### config.mk
export PLATFORM = sky130hd
export DESIGN_NAME = pipe_stage_reg
export DESIGN_NICKNAME = d
export VERILOG_FILES = /design/src/rtl/pipe_pkg.sv /design/src/rtl/pipe_sat_counter.sv /design/src/rtl/pipe_stage_reg.sv
export SDC_FILE = /design/constraint.sdc
export NUM_CORES = 1
export LEC_CHECK = 0
export ABC_CLOCK_PERIOD_IN_PS = 4700
export BUFFER_PORTS_ARGS = -buffer_cell sky130_fd_sc_hd__buf_2
export CELL_PAD_IN_SITES_DETAIL_PLACEMENT = 1
export CELL_PAD_IN_SITES_GLOBAL_PLACEMENT = 1
export CORE_MARGIN = 1.5
export CORE_UTILIZATION = 30
export DETAILED_ROUTE_END_ITERATION = 8
export GPL_TIMING_DRIVEN = 0
export HOLD_SLACK_MARGIN = 0.03
export PLACE_DENSITY_LB_ADDON = 0.08
export SKIP_LAST_GASP = 1
export SYNTH_ARGS = -nofsm -noshare
export SYNTH_HDL_FRONTEND = slang
export SYNTH_HIERARCHICAL = 1
export SYNTH_SLANG_ARGS = --single-unit
### constraint.sdc
create_clock -name clk_i -period 4.7 [get_ports clk_i]
set_input_delay 0.47 -clock clk_i [delete_from_list [all_inputs] [get_ports clk_i]]
set_output_delay 0.47 -clock clk_i [all_outputs]
set_load 0.1 [all_outputs]
### src/rtl/pipe_pkg.sv
// pipe_pkg: shared state encoding, DEPTH limits and counter sizing helpers for pipe_stage_reg
package pipe_pkg;
    typedef enum logic [1:0] {
        ST_EMPTY = 2'd0,
        ST_ONE   = 2'd1,
        ST_FULL  = 2'd2
    } pipe_state_e;

    localparam int DEPTH_MIN = 1;
    localparam int DEPTH_MAX = 2;
    localparam int INC_W     = 2;

    function automatic bit depth_ok(input int depth);
        return depth >= DEPTH_MIN && depth <= DEPTH_MAX;
    endfunction

    function automatic int sat_sum_w(input int cnt_w);
        return cnt_w + 1;
    endfunction
endpackage

### src/rtl/pipe_sat_counter.sv
// pipe_sat_counter: saturating counter, +0..2 per cycle; ports clk_i, rst_i (sync active-low), inc_i, cnt_o
module pipe_sat_counter
    import pipe_pkg::*;
#(
    parameter int CNT_W = 16
) (
    input  logic             clk_i,
    input  logic             rst_i,
    input  logic [INC_W-1:0] inc_i,
    output logic [CNT_W-1:0] cnt_o
);
    localparam int SUM_W = sat_sum_w(CNT_W);

    logic [SUM_W-1:0] sum;

    assign sum = {1'b0, cnt_o} + SUM_W'(inc_i);

    always_ff @(posedge clk_i) begin
        if (!rst_i) cnt_o <= '0;
        else        cnt_o <= sum[CNT_W] ? '1 : sum[CNT_W-1:0];
    end
endmodule

### src/rtl/pipe_stage_reg.sv
// pipe_stage_reg: elastic valid/ready pipeline register with flush and optional skid entry
//   clk_i, rst_i (sync active-low), flush_i, in_valid_i/in_ready_o/in_data_i,
//   out_valid_o/out_ready_i/out_data_o; with PIPE_STAGE_PERF_EN also stall_cnt_o, kill_cnt_o
module pipe_stage_reg
    import pipe_pkg::*;
#(
    parameter int                 DATA_W    = 64,
    parameter int                 DEPTH     = 2,
    parameter logic [DATA_W-1:0]  NOP_VALUE = '0,
    parameter int                 CNT_W     = 16
) (
    input  logic              clk_i,
    input  logic              rst_i,
    input  logic              flush_i,
    input  logic              in_valid_i,
    output logic              in_ready_o,
    input  logic [DATA_W-1:0] in_data_i,
    output logic              out_valid_o,
    input  logic              out_ready_i,
    output logic [DATA_W-1:0] out_data_o
`ifdef PIPE_STAGE_PERF_EN
    ,
    output logic [CNT_W-1:0]  stall_cnt_o,
    output logic [CNT_W-1:0]  kill_cnt_o
`endif
);
    if (!depth_ok(DEPTH)) begin : g_bad_depth
        $error("pipe_stage_reg: DEPTH must be 1 or 2");
    end

    pipe_state_e       state_q, state_d;
    logic [DATA_W-1:0] main_q, main_d, skid_q, skid_d;
    logic              in_fire, out_fire;

    assign out_valid_o = state_q != ST_EMPTY;
    assign out_data_o  = out_valid_o ? main_q : NOP_VALUE;
    // DEPTH=2 decodes ready from state alone so out_ready_i never reaches in_ready_o
    assign in_ready_o  = (DEPTH == 2) ? (state_q != ST_FULL) : (!out_valid_o || out_ready_i);
    assign in_fire     = in_valid_i && in_ready_o;
    assign out_fire    = out_valid_o && out_ready_i;

    always_comb begin
        state_d = state_q;
        main_d  = main_q;
        skid_d  = skid_q;
        if (flush_i) begin
            state_d = ST_EMPTY;
            main_d  = NOP_VALUE;
            skid_d  = NOP_VALUE;
        end else begin
            unique case (state_q)
                ST_EMPTY: begin
                    if (in_fire) begin
                        main_d  = in_data_i;
                        state_d = ST_ONE;
                    end
                end
                ST_ONE: begin
                    if (in_fire && out_fire) begin
                        main_d = in_data_i;
                    end else if (in_fire) begin
                        skid_d  = in_data_i;
                        state_d = ST_FULL;
                    end else if (out_fire) begin
                        main_d  = NOP_VALUE;
                        state_d = ST_EMPTY;
                    end
                end
                ST_FULL: begin
                    if (out_fire) begin
                        main_d  = skid_q;
                        skid_d  = NOP_VALUE;
                        state_d = ST_ONE;
                    end
                end
                default: begin
                    state_d = ST_EMPTY;
                    main_d  = NOP_VALUE;
                    skid_d  = NOP_VALUE;
                end
            endcase
        end
    end

    always_ff @(posedge clk_i) begin
        if (!rst_i) begin
            state_q <= ST_EMPTY;
            main_q  <= NOP_VALUE;
            skid_q  <= NOP_VALUE;
        end else begin
            state_q <= state_d;
            main_q  <= main_d;
            skid_q  <= skid_d;
        end
    end

`ifdef PIPE_STAGE_PERF_EN
    logic [INC_W-1:0] live_n, kill_inc, stall_inc;

    // an entry leaving via out_fire during a flush was delivered, not killed
    assign live_n    = (state_q == ST_FULL) ? 2'd2 : (state_q == ST_ONE) ? 2'd1 : 2'd0;
    assign kill_inc  = flush_i ? live_n - {1'b0, out_fire} : 2'd0;
    assign stall_inc = {1'b0, out_valid_o && !out_ready_i};

    pipe_sat_counter #(.CNT_W(CNT_W)) u_stall_cnt (
        .clk_i (clk_i),
        .rst_i (rst_i),
        .inc_i (stall_inc),
        .cnt_o (stall_cnt_o)
    );

    pipe_sat_counter #(.CNT_W(CNT_W)) u_kill_cnt (
        .clk_i (clk_i),
        .rst_i (rst_i),
        .inc_i (kill_inc),
        .cnt_o (kill_cnt_o)
    );
`else
    if (CNT_W < 1) begin : g_bad_cnt_w
        $error("pipe_stage_reg: CNT_W must be positive");
    end
`endif
endmodule

* Word level (Yosys, flattened, before mapping)
Cells that the tools add are included.
Word-level totals: input port bits 69, bits in registers 130, logic and storage cells 39, bits in writable memories 0, output and inout port bits 66, ROM bits 0, memories kept 0, latch bits 0
Cells by class: equal/unequal tests 10, magnitude comparators 0, div/mod/pow operators 0, $mul 0, bitwise logic cells 2, $add $sub $neg 0, shifts and indexed selects 0, muxes and demuxes 15, reduce and logical (&&, ||, !) cells 9
Operators with widths (count):
- $mux W64 | 7
- $pmux W64 S3 | 2
- $reduce_and A4 Y1 | 3
- $mux W2 | 5
- $ne A2 B2 Y1 const B | 5
- $ne A3 B3 Y1 const B | 3
- $pmux W2 S3 | 1
- $logic_and A1 B1 Y1 | 3
- $eq A2 B1 Y1 const B | 1
- $eq A2 B2 Y1 const B | 1
- $logic_not A2 Y1 | 1
- $not A1 Y1 | 2
- $reduce_bool A2 Y1 | 1
- $reduce_or A2 Y1 | 1

* Logic depth before layout (Yosys ltp)
Gate-level depths: netlist (run 1).
depth after elaboration 6, mapped depth 6, gate-level depth less buffers 3

* Worst setup path after synthesis (run 1)
No wires, ideal clock.
path type reg2out, from reg state_q[1], to out out_data_o[10], path slack 1962 ps, buffers on the path 3, arrival 2268 ps, required time 4230 ps, stages on the path, launching flop included 6, cells stage by stage dfxtp_1 buf_2 nor2_1 clkbuf_1 clkbuf_1 nor2b_1
Between the ends: longest elaborated chain between the ends 2
Ends and longest elaborated chain:
- start: declaration | line pipe_stage_reg.sv:31 | pipe_state_e state_q, state_d;
- start signal: assignment | line pipe_stage_reg.sv:91 | state_q <= state_d;
- $reduce_bool A2 Y1 | line pipe_stage_reg.sv:35 | assign out_valid_o = state_q != ST_EMPTY;
- $mux W64 | line pipe_stage_reg.sv:36 | assign out_data_o = out_valid_o ? main_q : NOP_VALUE;
- end: declaration | line pipe_stage_reg.sv:20 | output logic [DATA_W-1:0] out_data_o
Every way passes these cells.

* Final worst setup path (run 1)
from reg state_q[1], to out out_data_o[33]
Same word-level chain as after synthesis.

==> results of run 1 <==
state kept, by name, summed over array words and instances (netlist names):
name,count
main_q,64
skid_q,64
state_q,2
synth_stat cells:
cell type / count / area, sq um
a221o_1: 64 / 641
nor3_1: 64 / 320
nand2_1: 193 / 724
a31oi_1: 64 / 400
buf_1: 10 / 37.5
dfxtp_1: 130 / 2600
mux2_4: 1 / 15.0
buf_2: 18 / 90.1
nor3b_1: 1 / 7.51
nor2_1: 2 / 7.51
clkbuf_1: 43 / 161
a21oi_1: 2 / 10.0
o32ai_1: 1 / 8.76
or2b_1: 1 / 7.51
o32ai_4: 1 / 27.5
nor2b_1: 66 / 413
nand2b_1: 2 / 12.5
mux2i_1: 1 / 10.0
or3b_1: 1 / 8.76
inv_1: 1 / 3.75
nand3b_1: 64 / 480
nor4bb_1: 1 / 10.0
or2_2: 1 / 6.26
buf_6: 8 / 90.1
cells by family after synthesis:
kind of cell,count (synthesis),synth area share
AOI/OAI and AO/OA,132,0.178
DFF,130,0.427
buffers and inverters,80,0.0628
and+or+nand+nor,396,0.328
muxes,2,0.00410
worst paths after layout:
path | to | slack (ns) | cells after the start
hold reg to reg | main_q[61] | 0.48 | 1
setup reg to reg | skid_q[34] | 2.76 | 5
setup / recovery | out_data_o[33] | 1.64 | 6
hold / removal | main_q[34] | 0.28 | 2
layer usage:
| metal | wire length, microns | GRT usage | part of all wire |
|---|---|---|---|
| met3 | 810 | 0.0414 | 0.038 |
| met2 | 10200 | 0.339 | 0.48 |
| met1 | 9890 | 0.251 | 0.47 |
| met5 | 13 | 0 | 0.00061 |
| met4 | 296 | 0.0638 | 0.014 |
power by group:
group	total, W	switching [W]	internal (W)
sequential	0.00114	0.0000132	0.00113
combinational	0.000273	0.000194	0.0000795
clock	0.00133	0.000514	0.000820
through the flow:
stage          hold WS, ns  total power, W  std cells  utilization
2_1_floorplan        0.447         0.00133        740            -
3_3_place_gp         0.462         0.00143       1138        0.360
3_5_place_dp         0.462         0.00144       1138        0.360
4_1_cts              0.271         0.00278       1170        0.389
5_1_grt              0.277         0.00285       1170        0.389
6_report             0.284         0.00275       1170        0.389
area by class of cell:
| cell class | instances | share of cell area |
|---|---|---|
| Clock buffer | 23 | 0.0623 |
| Clock inverter | 9 | 0.0137 |
| Sequential cell | 130 | 0.339 |
| Buffer | 79 | 0.0494 |
| Tap cell | 265 | 0.0432 |
| Multi-Input combinational cell | 530 | 0.405 |
| Inverter | 1 | 0.000489 |
| Timing Repair Buffer | 133 | 0.0867 |
worst max-delay path, cell delays in order (launching register included):
cell      delay, ns
dfxtp_1        0.29
buf_2          0.16
nor2_1         0.14
clkbuf_1       0.59
clkbuf_1       0.53
nor2b_1        0.12
buf_2          0.32
==> metrics.md, run 1 <==
| Metric | Value |
|---|---|
| Die Area | `~21000 sq um` |
| Source of the critical timing path | `state_q[1]` |
| Yosys synthesis warning count | `6` |
| Chip width | `around 150 microns` |
| TritonCTS Buffers | `17` |
| Required time of the worst setup path | `4.23 ns` |
| Congestion Overflow GR | `0` |
| Antenna Violating Nets Remaining | `0` |
| Clock edge transition at the registers on the reported setup and hold paths | `0.06 ns` |
| Max Clock Freq | `around 0.33 GHz` |
| Routed length per instance | `around 18 microns` |
| Largest net degree at the start of global routing | `17` |
| Arrival time reported for the critical path endpoint | `roughly 2.6 ns` |
| Hold-fix buffers, CTS | `0` |
| Number of placed I/O pins | `roughly 140` |
| Post-CTS setup buffer count | `0` |
| RSZ-0062 raised after global routing | `false` |
| Post-Place Setup Slack | `2.05 ns` |
| Leak pwr | `2.64 nW` |
| Type of the worst setup path | `flop to output port` |
| Fin crit period | `3.06 ns` |
| Setup tns final | `0 ns` |
| Vias in the first global route | `approximately 6400` |
| Filler cell count in the final layout | `2424` |
| Global-route wire length before repair | `33.8 mm` |
| Number of diodes added for antenna fixing | `0` |
| Number of hold violations in the final report | `0` |
| HPWL reported at the end of detailed placement | `about 15 mm` |
| Slack of the critical path | `around 1.6 ns` |
| Vias per inst | `~5.2` |
| Largest driver fanout on the critical path | `10` |
| Synth Net Count | `809` |
| Skew-Pair Late Insertion Delay | `between 0.4 and 0.5 ns` |
| Footprint of the multi-input gates | `slightly above 3000 sq um` |
| Run status | `finished clean` |
| Type of destination of the critical path | `output port` |
| Areal power density over the cells | `approximately 360 nW/um^2` |
| Post_cts resized | `0` |
| Max Slew Vio Count | `0` |
| Die Y-Extent | `roughly 150 microns` |
| Number of different library cells in the post-synthesis netlist | `24` |
| Remaining DRCs | `0` |
| Number of H-tree levels | `4` |
| Final setup violation count | `0` |
| Synthesized cell area | `~6100 sq um` |
| Most frequent cells in the layout | `nand2_1 (193), buf_2 (151), dfxtp_1 (130)` |
| Initial core utilization | `0.309` |
| Share of cells above drive strength 1 | `0.211` |
| # clock sinks | `130` |
| Total number of vias | `about 6000` |
| Max Clock Skew | `between 0.008 and 0.009 ns` |
| Global routing usage summed across all routing layers | `0.199` |
| Hold path startpoint | `in_data_i[34]` |
| Worst max-slew margin expressed relative to the limit | `0.461` |
| Synthesized flop and latch total | `130` |
| Commonest non-fill, non-tap cell in the layout | `nand2_1` |
| Antenna violations before repair | `1` |
| Clock tree from TritonCTS | `yes` |
| Maximum root-to-sink buffer count | `2` |
| Source of the worst register-to-register timing path | `state_q[0]` |
| Slew at the pin with the worst max-slew slack | `0.806 ns` |
| Final weighted congestion in routability-driven placement | `around 0.75` |
| Average cell area after synthesis | `8.24 sq um` |
| Total iterations of the first detailed-routing run | `4` |
| Area Growth Syn to Fin | `25.9%` |
| Hold crit path type | `input pin to flop` |
| Synthesized netlist cell count | `740` |
| Share of the cycle needed by the critical path after routing | `0.652` |
| Routed wire length | `between 20 and 25 mm` |
| Port buffer count | `between 100 and 150` |
| Cell at the root of the clock tree | `clkbuf_16` |
| Number of placement rows | `51` |
| Number of violations of the max-capacitance limit | `0` |
| Flip-flop and latch area | `2600 sq um` |
| Number of nets at the end of the flow | `a little under 1000` |
| Area of all placed cells without fillers | `between 7000 and 8000 sq um` |
| Standard cell core area | `slightly below 20000 sq um` |
| Worst ir drop on vdd | `0.233 mV` |
| Startpoint class of the critical path | `flop` |
| Area of placed instances | `between 7000 and 8000 sq um` |
| Number of DRC markers in iteration 0 | `208` |
| Fraction of the yosys area taken by sequential cells | `0.427` |
Power figures use the tool's default switching activity.
==> inputs of run 2 (changes only) <==
--- a/config.mk
+++ b/config.mk
@@ -5,7 +5,7 @@
 export SDC_FILE = /design/constraint.sdc
 export NUM_CORES = 1
 export LEC_CHECK = 0
-export ABC_CLOCK_PERIOD_IN_PS = 4700
+export ABC_CLOCK_PERIOD_IN_PS = 2510
 export BUFFER_PORTS_ARGS = -buffer_cell sky130_fd_sc_hd__buf_2
 export CELL_PAD_IN_SITES_DETAIL_PLACEMENT = 1
 export CELL_PAD_IN_SITES_GLOBAL_PLACEMENT = 1
==> constraint.sdc (replaced) <==
create_clock -name clk_i -period 2.51 [get_ports clk_i]
set_input_delay 0.251 -clock clk_i [delete_from_list [all_inputs] [get_ports clk_i]]
set_output_delay 0.251 -clock clk_i [all_outputs]
set_load 0.1 [all_outputs]
==> run 2 against run 1 <==
Register-to-register slack lost 2.2 ns. Sequential cell count is the same. Sequential share of layout area shrank 0.40 points. Routed wire length is essentially flat. Clock power grew 87%. Clock-buffer cell count is the same. Critical path type unchanged. Largest power group unchanged. Highest routed layer unchanged.
==> metrics.md, run 2 (synthesis gave the netlist of run 1 again) <==
| Metric | Value |
|---|---|
| HPWL reported at the end of detailed placement | `14.8 mm (unchanged)` |
| Share of cells above drive strength 1 | `0.218 (+0.00663)` |
| Final weighted congestion in routability-driven placement | `0.749 (unchanged)` |
| Area of all placed cells without fillers | `7770 sq um (+1.2%)` |
| Clock tree from TritonCTS | `yes` |
| Number of diodes added for antenna fixing | `0 (unchanged)` |
| Arrival time reported for the critical path endpoint | `2.12 ns (-0.47 ns)` |
| Total iterations of the first detailed-routing run | `6 (+2)` |
| Biggest regs | `main_q: 64 flops, skid_q: 64 flops, state_q: 2 flops` |
| Footprint of the multi-input gates | `3110 sq um (unchanged)` |
| Worst slack on hold paths | `0.0667 ns (-0.217 ns)` |
| Chip width | `146 microns (unchanged)` |
| Cell at the root of the clock tree | `clkbuf_16` |
| Slew at the pin with the worst max-slew slack | `0.804 ns (-0.00170 ns)` |
| Routed length per instance | `18.1 microns (about the same)` |
| Number of cell instances on the worst register-to-register path | `5 (unchanged)` |
| Worst max-slew margin expressed relative to the limit | `0.462 (+0.00113)` |
| Flip-flop and latch area | `2600 sq um (unchanged)` |
| Total number of vias | `6101 (+0.16%)` |
| Post-Place Setup Slack | `0.0776 ns (-1.97 ns)` |
| Run status | `finished clean` |
| Antenna violations before repair | `1 (unchanged)` |
| Type of destination of the critical path | `output port` |
| Remaining DRCs | `0 (unchanged)` |
| Number of nets at the end of the flow | `961 (unchanged)` |
| Vias per inst | `5.21 (+0.16%)` |
| Area of placed instances | `7090 sq um (unchanged)` |
| Standard cell core area | `19700 sq um (unchanged)` |
| Max Clock Skew | `0.00614 ns (-0.00190 ns)` |
| Initial core utilization | `0.309 (unchanged)` |
| Max Slew Vio Count | `0 (unchanged)` |
| Number of hold violations in the final report | `0 (unchanged)` |
| Largest driver fanout on the critical path | `10 (unchanged)` |
| Worst ir drop on vdd | `0.432 mV (+85%)` |
| Number of placed I/O pins | `135 (unchanged)` |
| Hold crit path type | `input pin to flop` |
| Maximum root-to-sink buffer count | `2 (unchanged)` |
| Die Y-Extent | `146 microns (unchanged)` |
| Most frequent cells in the layout | `nand2_1 (193), dfxtp_1 (130), buf_2 (117)` |
| Die Area | `21200 sq um (unchanged)` |
| Largest net degree at the start of global routing | `17 (unchanged)` |
| Number of violations of the max-capacitance limit | `0 (unchanged)` |
| Final core utilization | `0.394 (+0.00470)` |
| Areal power density over the cells | `662 nW/um^2 (+85%)` |
| TritonCTS Buffers | `17 (unchanged)` |
| Routed wire length | `21.2 mm (about the same)` |
| Vias in the first global route | `6426 (unchanged)` |
| Congestion Overflow GR | `0 (unchanged)` |
| Leak pwr | `2.63 nW (-0.29%)` |
| # clock sinks | `130 (unchanged)` |
| Worst hold path stage count | `2 (unchanged)` |
| Slack of the critical path | `0.140 ns (-1.50 ns)` |
| Skew-Pair Late Insertion Delay | `0.42 ns (about the same)` |
| Post-CTS setup buffer count | `0 (unchanged)` |
| Final setup violation count | `0 (unchanged)` |
| Share of the cycle needed by the critical path after routing | `0.944` |
| Global routing usage summed across all routing layers | `0.199 (unchanged)` |
| Type of the worst setup path | `flop to output port` |
| Fin crit period | `~2.4 ns` |
| Number of DRC markers in iteration 0 | `186 (-11%)` |
| Clock edge transition at the registers on the reported setup and hold paths | `0.06 ns (about the same)` |
| Antenna Violating Nets Remaining | `0 (unchanged)` |
| Required time of the worst setup path | `2.26 ns (-1.97 ns)` |
| Global-route wire length before repair | `33.8 mm (unchanged)` |
| Commonest non-fill, non-tap cell in the layout | `nand2_1` |
| Hold-fix buffers, CTS | `0 (unchanged)` |
| Port buffer count | `133 (unchanged)` |
| Filler cell count in the final layout | `2411 (-0.54%)` |
| Startpoint class of the critical path | `flop` |
| Number of placement rows | `51 (unchanged)` |
| Max Clock Freq | `between 0.4 and 0.5 GHz` |
| Area Growth Syn to Fin | `27.4%` |
| Number of H-tree levels | `4 (unchanged)` |
## run 2: final timing paths
kind	from	to	slack [ns]
setup / recovery	state_q[0]	in_ready_o	0.14
hold / removal	in_data_i[34]	main_q[34]	0.07
setup reg to reg	state_q[0]	skid_q[34]	0.58
hold reg to reg	main_q[58]	main_q[58]	0.48
## run 2: final cells by class
| cell class | instances | share of cell area |
|---|---|---|
| plain buffers | 79 | 0.0498 |
| clock buffers | 23 | 0.0615 |
| clock inverters | 9 | 0.0135 |
| inverters | 1 | 0.000483 |
| multi-input cells | 530 | 0.400 |
| flip-flops and latches | 130 | 0.335 |
| well taps | 265 | 0.0427 |
| repair buffers | 133 | 0.0966 |
## run 2: through the flow
step / instances / power, W / TNS (ns)
floorplan: 740 / 0.00250 / -0.425
global placement: 1138 / 0.00269 / 0
detailed placement: 1138 / 0.00270 / 0
CTS: 1170 / 0.00520 / 0
global route: 1170 / 0.00534 / -0.0139
finish: 1170 / 0.00514 / 0
## run 2: worst max-delay path, stage by stage (launching register included)
cell and delay, ns:
dfxtp_1 0.32, buf_6 0.12, nand2b_1 0.21, clkbuf_1 0.49
buf_2 0.54
## run 2: repair_timing
action | CTS | global route
gates resized for setup | 5 | 36
setup endpoints to repair | 50 | 41
gates cloned | 0 | 0
## run 2: where the power goes
| group | leakage, nW | switching [W] | internal (W) | total [W] |
|---|---|---|---|---|
| clock | 0.275 | 0.000956 | 0.00154 | 0.00249 |
| combinational | 1.31 | 0.000364 | 0.000153 | 0.000517 |
| sequential | 1.05 | 0.0000247 | 0.00211 | 0.00213 |
## run 2: routing by layer
layer	global-route usage	wire length, microns	part of all wire
met1	0.251	9790	0.46
met2	0.339	10300	0.48
met3	0.0414	833	0.039
met4	0.0638	289	0.014
met5	0	14	0.00066
